==> src/rtl/scp_run_pkg.sv <==
// Shared FSM state and halt-cause encodings for the run controller.
// Latency: n/a (constants only); backpressure: n/a.
package scp_run_pkg;

    typedef logic [2:0] run_state_t;

    localparam run_state_t ST_IDLE  = 3'd0;
    localparam run_state_t ST_RESET = 3'd1;
    localparam run_state_t ST_RUN   = 3'd2;
    localparam run_state_t ST_DRAIN = 3'd3;
    localparam run_state_t ST_DONE  = 3'd4;

    localparam logic [1:0] CAUSE_NONE    = 2'd0;
    localparam logic [1:0] CAUSE_HALT    = 2'd1;
    localparam logic [1:0] CAUSE_LOOP    = 2'd2;
    localparam logic [1:0] CAUSE_TIMEOUT = 2'd3;

endpackage

==> src/rtl/scp_sat_cnt.sv <==
// Saturating up-counter with synchronous clear; clear wins over enable.
// Latency: 1 cycle from clr/en to cnt; backpressure: none, sticks at all-ones.
module scp_sat_cnt #(
    parameter int W = 32
) (
    input  logic         clk,
    input  logic         rst,
    input  logic         clr,
    input  logic         en,
    output logic [W-1:0] cnt
);

    localparam logic [W-1:0] ONE = W'(1);

    logic [W-1:0] cnt_q;
    logic [W-1:0] cnt_d;

    always_comb begin
        cnt_d = cnt_q;
        if (clr) begin
            cnt_d = '0;
        end else if (en && (cnt_q != '1)) begin
            cnt_d = cnt_q + ONE;
        end
    end

    always_ff @(posedge clk or negedge rst) begin
        if (!rst) begin
            cnt_q <= '0;
        end else begin
            cnt_q <= cnt_d;
        end
    end

    assign cnt = cnt_q;

endmodule

==> src/rtl/scp_run_ctrl.sv <==
// Run controller beside the core: holds core reset, counts cycles/retires, stops on halt, PC loop or timeout.
// Latency: all outputs registered, start -> core_rst low two edges later; backpressure: start ignored outside IDLE/DONE.
module scp_run_ctrl
    import scp_run_pkg::*;
#(
    parameter int RST_HOLD     = 25,
    parameter int MAX_CYCLES   = 3500,
    parameter int STALL_LIMIT  = 16,
    parameter int DRAIN_CYCLES = 4,
    parameter int PC_W         = 32,
    parameter int CNT_W        = 32
) (
    input  logic             clk,
    input  logic             rst,
    input  logic             start,
    input  logic [PC_W-1:0]  pc,
    input  logic             retire,
    input  logic             halt_req,
    output logic             core_rst,
    output logic             running,
    output logic             done,
    output logic [1:0]       halt_cause,
    output logic [CNT_W-1:0] cycles,
    output logic [CNT_W-1:0] retired,
    output logic [PC_W-1:0]  final_pc
);

    localparam int HOLD_W = $clog2(RST_HOLD + 1);
    localparam int DRN_W  = $clog2(DRAIN_CYCLES + 1);
    localparam int STL_W  = $clog2(STALL_LIMIT + 1);
    localparam int CMP_W  = (CNT_W > 32) ? CNT_W : 32;

    localparam logic [HOLD_W-1:0] HOLD_END = HOLD_W'(RST_HOLD);
    localparam logic [HOLD_W-1:0] HOLD_ONE = HOLD_W'(1);
    localparam logic [DRN_W-1:0]  DRN_END  = DRN_W'(DRAIN_CYCLES - 1);
    localparam logic [DRN_W-1:0]  DRN_ONE  = DRN_W'(1);
    localparam logic [STL_W-1:0]  STL_END  = STL_W'(STALL_LIMIT - 1);
    localparam logic [STL_W-1:0]  STL_ONE  = STL_W'(1);
    localparam logic [CMP_W-1:0]  CYC_END  = CMP_W'(MAX_CYCLES - 1);

    run_state_t        state_q,    state_d;
    logic [HOLD_W-1:0] hold_q,     hold_d;
    logic [DRN_W-1:0]  drain_q,    drain_d;
    logic [STL_W-1:0]  stall_q,    stall_d;
    logic [PC_W-1:0]   prev_pc_q,  prev_pc_d;
    logic              prev_vld_q, prev_vld_d;
    logic              core_rst_q, core_rst_d;
    logic              running_q,  running_d;
    logic              done_q,     done_d;
    logic [1:0]        cause_q,    cause_d;
    logic [PC_W-1:0]   final_pc_q, final_pc_d;

    logic cnt_clr;
    logic cyc_en;
    logic ret_en;
    logic pc_eq;
    logic cyc_last;

    // prev_vld suppresses the compare on the first RUN cycle, where prev_pc is stale.
    assign pc_eq    = prev_vld_q && (pc == prev_pc_q);
    assign cyc_last = (CMP_W'(cycles) == CYC_END);

    always_comb begin
        state_d    = state_q;
        hold_d     = hold_q;
        drain_d    = drain_q;
        stall_d    = stall_q;
        prev_pc_d  = prev_pc_q;
        prev_vld_d = prev_vld_q;
        core_rst_d = core_rst_q;
        cause_d    = cause_q;
        final_pc_d = final_pc_q;
        cnt_clr    = 1'b0;
        cyc_en     = 1'b0;
        ret_en     = 1'b0;

        case (state_q)
            ST_IDLE, ST_DONE: begin
                if (start) begin
                    state_d    = ST_RESET;
                    hold_d     = '0;
                    cause_d    = CAUSE_NONE;
                    final_pc_d = '0;
                    cnt_clr    = 1'b1;
                end
            end
            ST_RESET: begin
                core_rst_d = 1'b0;
                hold_d     = hold_q + HOLD_ONE;
                if (hold_q == HOLD_END) begin
                    state_d    = ST_RUN;
                    core_rst_d = 1'b1;
                    prev_vld_d = 1'b0;
                    stall_d    = '0;
                end
            end
            ST_RUN: begin
                cyc_en     = 1'b1;
                ret_en     = retire;
                prev_pc_d  = pc;
                prev_vld_d = 1'b1;
                stall_d    = pc_eq ? (stall_q + STL_ONE) : '0;
                if (halt_req) begin
                    state_d = ST_DRAIN;
                    drain_d = '0;
                    cause_d = CAUSE_HALT;
                end else if (pc_eq && (stall_q == STL_END)) begin
                    state_d = ST_DRAIN;
                    drain_d = '0;
                    cause_d = CAUSE_LOOP;
                end else if (cyc_last) begin
                    state_d    = ST_DONE;
                    cause_d    = CAUSE_TIMEOUT;
                    final_pc_d = pc;
                end
            end
            ST_DRAIN: begin
                cyc_en  = 1'b1;
                ret_en  = retire;
                drain_d = drain_q + DRN_ONE;
                if (drain_q == DRN_END) begin
                    state_d    = ST_DONE;
                    final_pc_d = pc;
                end
            end
            default: begin
                state_d = ST_IDLE;
            end
        endcase

        running_d = (state_d == ST_RUN);
        done_d    = (state_d == ST_DONE);
    end

    always_ff @(posedge clk or negedge rst) begin
        if (!rst) begin
            state_q    <= ST_IDLE;
            hold_q     <= '0;
            drain_q    <= '0;
            stall_q    <= '0;
            prev_pc_q  <= '0;
            prev_vld_q <= 1'b0;
            core_rst_q <= 1'b0;
            running_q  <= 1'b0;
            done_q     <= 1'b0;
            cause_q    <= CAUSE_NONE;
            final_pc_q <= '0;
        end else begin
            state_q    <= state_d;
            hold_q     <= hold_d;
            drain_q    <= drain_d;
            stall_q    <= stall_d;
            prev_pc_q  <= prev_pc_d;
            prev_vld_q <= prev_vld_d;
            core_rst_q <= core_rst_d;
            running_q  <= running_d;
            done_q     <= done_d;
            cause_q    <= cause_d;
            final_pc_q <= final_pc_d;
        end
    end

    scp_sat_cnt #(.W(CNT_W)) u_cycles (
        .clk (clk),
        .rst (rst),
        .clr (cnt_clr),
        .en  (cyc_en),
        .cnt (cycles)
    );

    scp_sat_cnt #(.W(CNT_W)) u_retired (
        .clk (clk),
        .rst (rst),
        .clr (cnt_clr),
        .en  (ret_en),
        .cnt (retired)
    );

    assign core_rst   = core_rst_q;
    assign running    = running_q;
    assign done       = done_q;
    assign halt_cause = cause_q;
    assign final_pc   = final_pc_q;

endmodule

==> config.mk <==
export PLATFORM = sky130hd
export DESIGN_NAME = scp_run_ctrl
export DESIGN_NICKNAME = d
export VERILOG_FILES = /design/src/rtl/scp_run_pkg.sv /design/src/rtl/scp_sat_cnt.sv /design/src/rtl/scp_run_ctrl.sv
export SDC_FILE = /design/constraint.sdc
export NUM_CORES = 1
export LEC_CHECK = 0
export ABC_AREA = 1
export BUFFER_PORTS_ARGS = -buffer_cell sky130_fd_sc_hd__buf_2
export CAP_MARGIN = 10
export CELL_PAD_IN_SITES_DETAIL_PLACEMENT = 0
export CELL_PAD_IN_SITES_GLOBAL_PLACEMENT = 1
export CORE_MARGIN = 8
export CORE_UTILIZATION = 41
export DETAILED_ROUTE_END_ITERATION = 8
export GPL_TIMING_DRIVEN = 0
export PLACE_DENSITY = 0.9
export SYNTH_ARGS = -nofsm -noshare
export SYNTH_HDL_FRONTEND = slang
export SYNTH_SLANG_ARGS = --single-unit
export TNS_END_PERCENT = 1
==> constraint.sdc <==
create_clock -name clk -period 2.5 [get_ports clk]
set_clock_uncertainty 0.2 [all_clocks]
set_input_delay 0.375 -clock clk [delete_from_list [all_inputs] [get_ports clk]]
set_output_delay 0.375 -clock clk [all_outputs]
set_load 0.01 [all_outputs]
## Word-level counts from Yosys, hierarchy flattened

Index checks and enable logic that the tools add are counted.
W data, S select, Z words.

- Add/sub/neg operators: 5
- Eq/ne operators: 21
- Multiplexer cells: 37
- Reduce and logical (&&, ||, !) cells: 19

Operator list:

| cell | count |
|---|---|
| $mux W32 | 9 |
| $pmux W32 S3 | 1 |
| $add A32 B1 Y32 const B | 2 |
| $ne A32 B32 Y1 const B | 2 |
| $eq A32 B12 Y1 const B | 1 |
| $eq A32 B32 Y1 | 1 |
| $mux W3 | 8 |
| $pmux W5 S2 | 2 |
| $mux W5 | 3 |
| $eq A3 B2 Y1 const B | 4 |
| $ne A2 B2 Y1 const B | 6 |
| $pmux W3 S4 | 1 |
| $reduce_bool A2 Y1 | 6 |
| $add A5 B1 Y5 const B | 2 |
| $mux W2 | 4 |
| $eq A3 B3 Y1 const B | 2 |
| $mux W1 | 6 |
| $pmux W3 S2 | 1 |
| $reduce_and A2 Y1 | 3 |
| $reduce_and A6 Y1 | 1 |
| $eq A5 B4 Y1 const B | 1 |
| $eq A5 B5 Y1 const B | 1 |
| $logic_and A1 B1 Y1 | 4 |
| $ne A4 B4 Y1 const B | 1 |
| other kinds (9) | 10 |

- Register bits after elaboration: 150
- Input bits: 37
- Output and inout port bits: 101
- Logic and storage cells: 95

## Depth between registers and ports, before layout

- Word-level depth: 7
- Mapped depth: 13

## Cells and area by module

From an unflattened synthesis, not the netlist that was laid out.

- Cell total of the unflattened synthesis: 1,304
- Area, all modules: 9,068.7 um2

Modules (own cells, without submodules):

| module | times used | cells each | area an instance (um2) | seq. area each (um2) |
|---|---|---|---|---|
| scp_run_ctrl | 1 | 614 | 4,581.9 | 2,152.1 |
| scp_sat_cnt | 2 | 345 | 2,243.4 | 800.8 |

## Least setup slack after synthesis

OpenSTA, ideal clock, no wires.

- Kind: register to register
- Start: register u_retired.cnt_q[0] (netlist: u_retired.cnt[0])
- End: register u_retired.cnt_q[0] (netlist: u_retired.cnt[0])
- Setup time: 0.132 ns
- Data arrival time: 1.764 ns
- Setup slack: 0.404 ns
- Stages on the path, launching flop included: 11
- Buffers on the path: 2
- Cell sequence: dfrtp_1 ha_1 and3_1 nand2_2 nor2_4 nand4_1 nand2_1 buf_4 buf_6 xor2_1 nor2_1

- Word-level cells in the longest chain between the ends: 3
- Elaborated cells on any way between the ends: 6
- Classes of those cells: add/sub: 1; eq/ne: 1; mux: 2; reduce/logical: 2

Ends and longest elaborated chain:

| what | line | source |
|---|---|---|
| start: declaration | scp_sat_cnt.sv:15 | `logic [W-1:0] cnt_q;` |
| start signal: assignment | scp_sat_cnt.sv:31 | `cnt_q <= cnt_d;` |
| $add A32 B1 Y32 / $ne A32 B32 Y1 (equally long branches) | scp_sat_cnt.sv:23, scp_sat_cnt.sv:22 |  |
| $mux W32 / $logic_and A1 B1 Y1 (equally long branches) | scp_sat_cnt.sv:22 | `end else if (en && (cnt_q != '1)) begin` |
| $mux W32 / $reduce_bool A2 Y1 (equally long branches) | - |  |

Several ways; a longest one is shown, not always the timed one. The select of a mux whose other input is x is not followed.
A chain may end at the register's enable or synchronous reset.

## Final worst setup path

Ends and elaborated chain as after synthesis.

==> out/metrics.yaml <==
status: "finished, final reports clean"
final_common_cell: "nand2_1"
gr-usage-met3_pct: 4.56
grtUsageMet1_pct: 26.6
diodes: 0
ff2ff_setup_slack_ns: 0.16
startpoint_type: "flip-flop"
rows: 53
track_usage_pct: 20.7
worstPathMaxFanout: 10
hold_ws_ns: 0.0138
io_buffer_count: 137
num_io_pins: 138
vias: 8512
core-area_mm2: 0.0208
die-area_mm2: 0.0259
seqCellArea_mm2: 0.00376
yosysUniqueCellTypes: 34
whs_endpoint: "final_pc[5]$_DFFE_PN0P_"
numCtsBuffers: 17
cts_tree: "yes"
drv_slew: 0
synth_area_mm2: 0.00862
hold_viol: 0
multi_input_area_mm2: 0.00422
grt_pass1_vias: 8296
antenna_left: 0
htreeDepth: 4
synthToLayoutAreaGrowth_pct: 21.6
min_period_over_period_pct: 93.4
viasPerCell: 5.16
hold_depth: 3
setup-tns-final_ns: 0
fmax_mhz: 428
clkSlewWorstSetupHoldPaths_ns: 0.07
ys_warn_count: 0
gr-max-usage-layer: "met2"
wl_per_cell_um: 16.3
ir_drop_mv: 0.589
start_util_pct: 41.4
nNetsFinal: 1406
grt_max_degree: 84
drive_gt1_share_pct: 18.0
routed_wl_um: 26900
grt_use_met2_pct: 34.5
grt_overflow: 0
die_h_um: 161
r2r_cells: 10
min_path_type: "in -> reg"
dp_hpwl_um: 20300
synth.net_count: 1235
drc: 0
drt_iter0_markers: 535
slowest_delay_ns: 0.43
critical_path.startpoint: "u_retired.cnt[0]$_DFFE_PN0P_"
arrival_ns: 2.45
die_w_um: 161
hold_start: "pc[5]"
slew_headroom_pct: 52.8
worst_pin_slew_ns: 0.701
ys_seq_elements: 150
fin_crit_ns: 2.34
setup_viol: 0
clk_latency_ns: 0.44
synthCells: 1190
cts_buffer_depth: 2
dr.pass1.iters: 5
r2r-end: "u_retired.cnt[0]$_DFFE_PN0P_"
grt_pass1_wl_um: 43500
crit_required_ns: 2.61
clock_sinks: 150
power.density_mw_per_mm2: 905
fillers: 2122
grt_antenna_before_repair: 0
cts-root-buf: "clkbuf_16"
r2r_start: "u_retired.cnt[0]$_DFFE_PN0P_"
crit_path_end_kind: "flip-flop"
p_leak_nw: 5.13
cp_slowest_cell: "dfrtp_2"
final_util_pct: 50.3
gp_congestion: 0.929
final_cell_mix: "390 x nand2_1, 148 x dfrtp_1, 140 x buf_2"
avgSynthCellArea_um2: 7.24
crit_chain: "ha_4, and3_2, nand2_2, nor2_4, nand4_1, nand2_1, buf_4, buf_6, xor2_1, nor2_1"
cap_viol_max_count: 0
ys_seq_area_share_pct: 43.6
crit_type: "reg -> reg"
## report_power, final
group | internal, W | switching (W)
clock | 0.00152 | 0.00120
combinational | 0.00115 | 0.00220
sequential | 0.00299 | 0.000436
## per-stage QoR
step	setup slack [ns]	cells	total power, W	cell area (um^2)
finish	0.165	1649	0.00949	10500
global route	-0.00828	1649	0.0101	10500
CTS	0.0213	1645	0.00943	10400
detailed placement	-0.0378	1603	0.00669	9680
global placement	-1.48	1602	0.00662	9650
floorplan	0.404	1190	0.00553	8620
## logic make-up after synthesis
group	after synthesis	share of synthesized area [%]
AND/OR/NAND/NOR	691	34.6
buffers and inverters	166	8.10
flip-flops	150	43.6
AO/OA/AOI/OAI	142	9.19
XOR/XNOR	33	3.35
adder cells (fa/ha/maj)	8	1.16
## final cells by class
class	instances	area share, %
well taps	275	3.28
plain buffers	36	2.12
multi-input cells	875	40.2
flip-flops and latches	150	35.8
clock inverters	15	1.77
clock buffers	17	4.06
repair buffers	151	8.03
inverters	130	4.66
## synthesized netlist by cell type (all sizes together)
library cell,number,area share [%]
nor3,30,1.9
dfrtp,150,44
nand4,51,3.7
nand2,398,18
and3,3,0.22
ha,8,1.2
or2,10,0.73
nor4,12,0.87
xor2,22,2.2
inv,130,5.7
o2111ai,1,0.10
nand3,50,2.9
and2,2,0.15
nand3b,2,0.17
buf,22,1.8
a21oi,10,0.58
nor3b,4,0.35
clkbuf,14,0.61
nor2,129,6.1
o22ai,4,0.29
o21ai,113,7.0
xnor2,11,1.1
o31ai,14,1.2
## worst max-delay path by stage
stage,to,slack (ns),depth (start not counted)
3_5_place_dp,u_cycles.cnt[11]$_DFFE_PN0P_,-0.04,6
5_1_grt,final_pc[8]$_DFFE_PN0P_,-0.008,16
4_1_cts,u_cycles.cnt[15]$_DFFE_PN0P_,0.02,11
3_3_place_gp,final_pc[4]$_DFFE_PN0P_,-1.48,1
2_1_floorplan,u_retired.cnt[0]$_DFFE_PN0P_,0.40,10
6_report,u_retired.cnt[0]$_DFFE_PN0P_,0.16,10
## critical path: cells and delay by family, from the launching register on
family / cells / cell delay, ns
XOR/XNOR: 1 / 0.16
adder cells (fa/ha/maj): 1 / 0.19
buffers and inverters: 2 / 0.37
flip-flops: 1 / 0.43
AND/OR/NAND/NOR: 6 / 0.86
## layer usage
metal  share of wire (%)  up-vias
li1                    -     4201
met1                  44     3998
met2                  48      265
met3                 5.7       48
met4                 2.3        0
met5                   0        -
## repair_timing
action / in CTS / in global routing
setup endpoints to repair: 6 / 90
pin swaps: 0 / 1
hold buffers: 10 / 0
gates resized for setup: 2 / 17
gates cloned: 0 / 1
buffers inserted: 0 / 3
endpoints found under the hold margin: 76 / 0
## state kept, by name (all words and copies together), names as in the netlist, 2 cells and up
register	count
drain_q	3
final_pc	32
halt_cause	2
hold_q	5
prev_pc_q	32
stall_q	5
state_q	3
u_cycles.cnt	32
u_retired.cnt	32
Power figures use the tool's default switching activity.
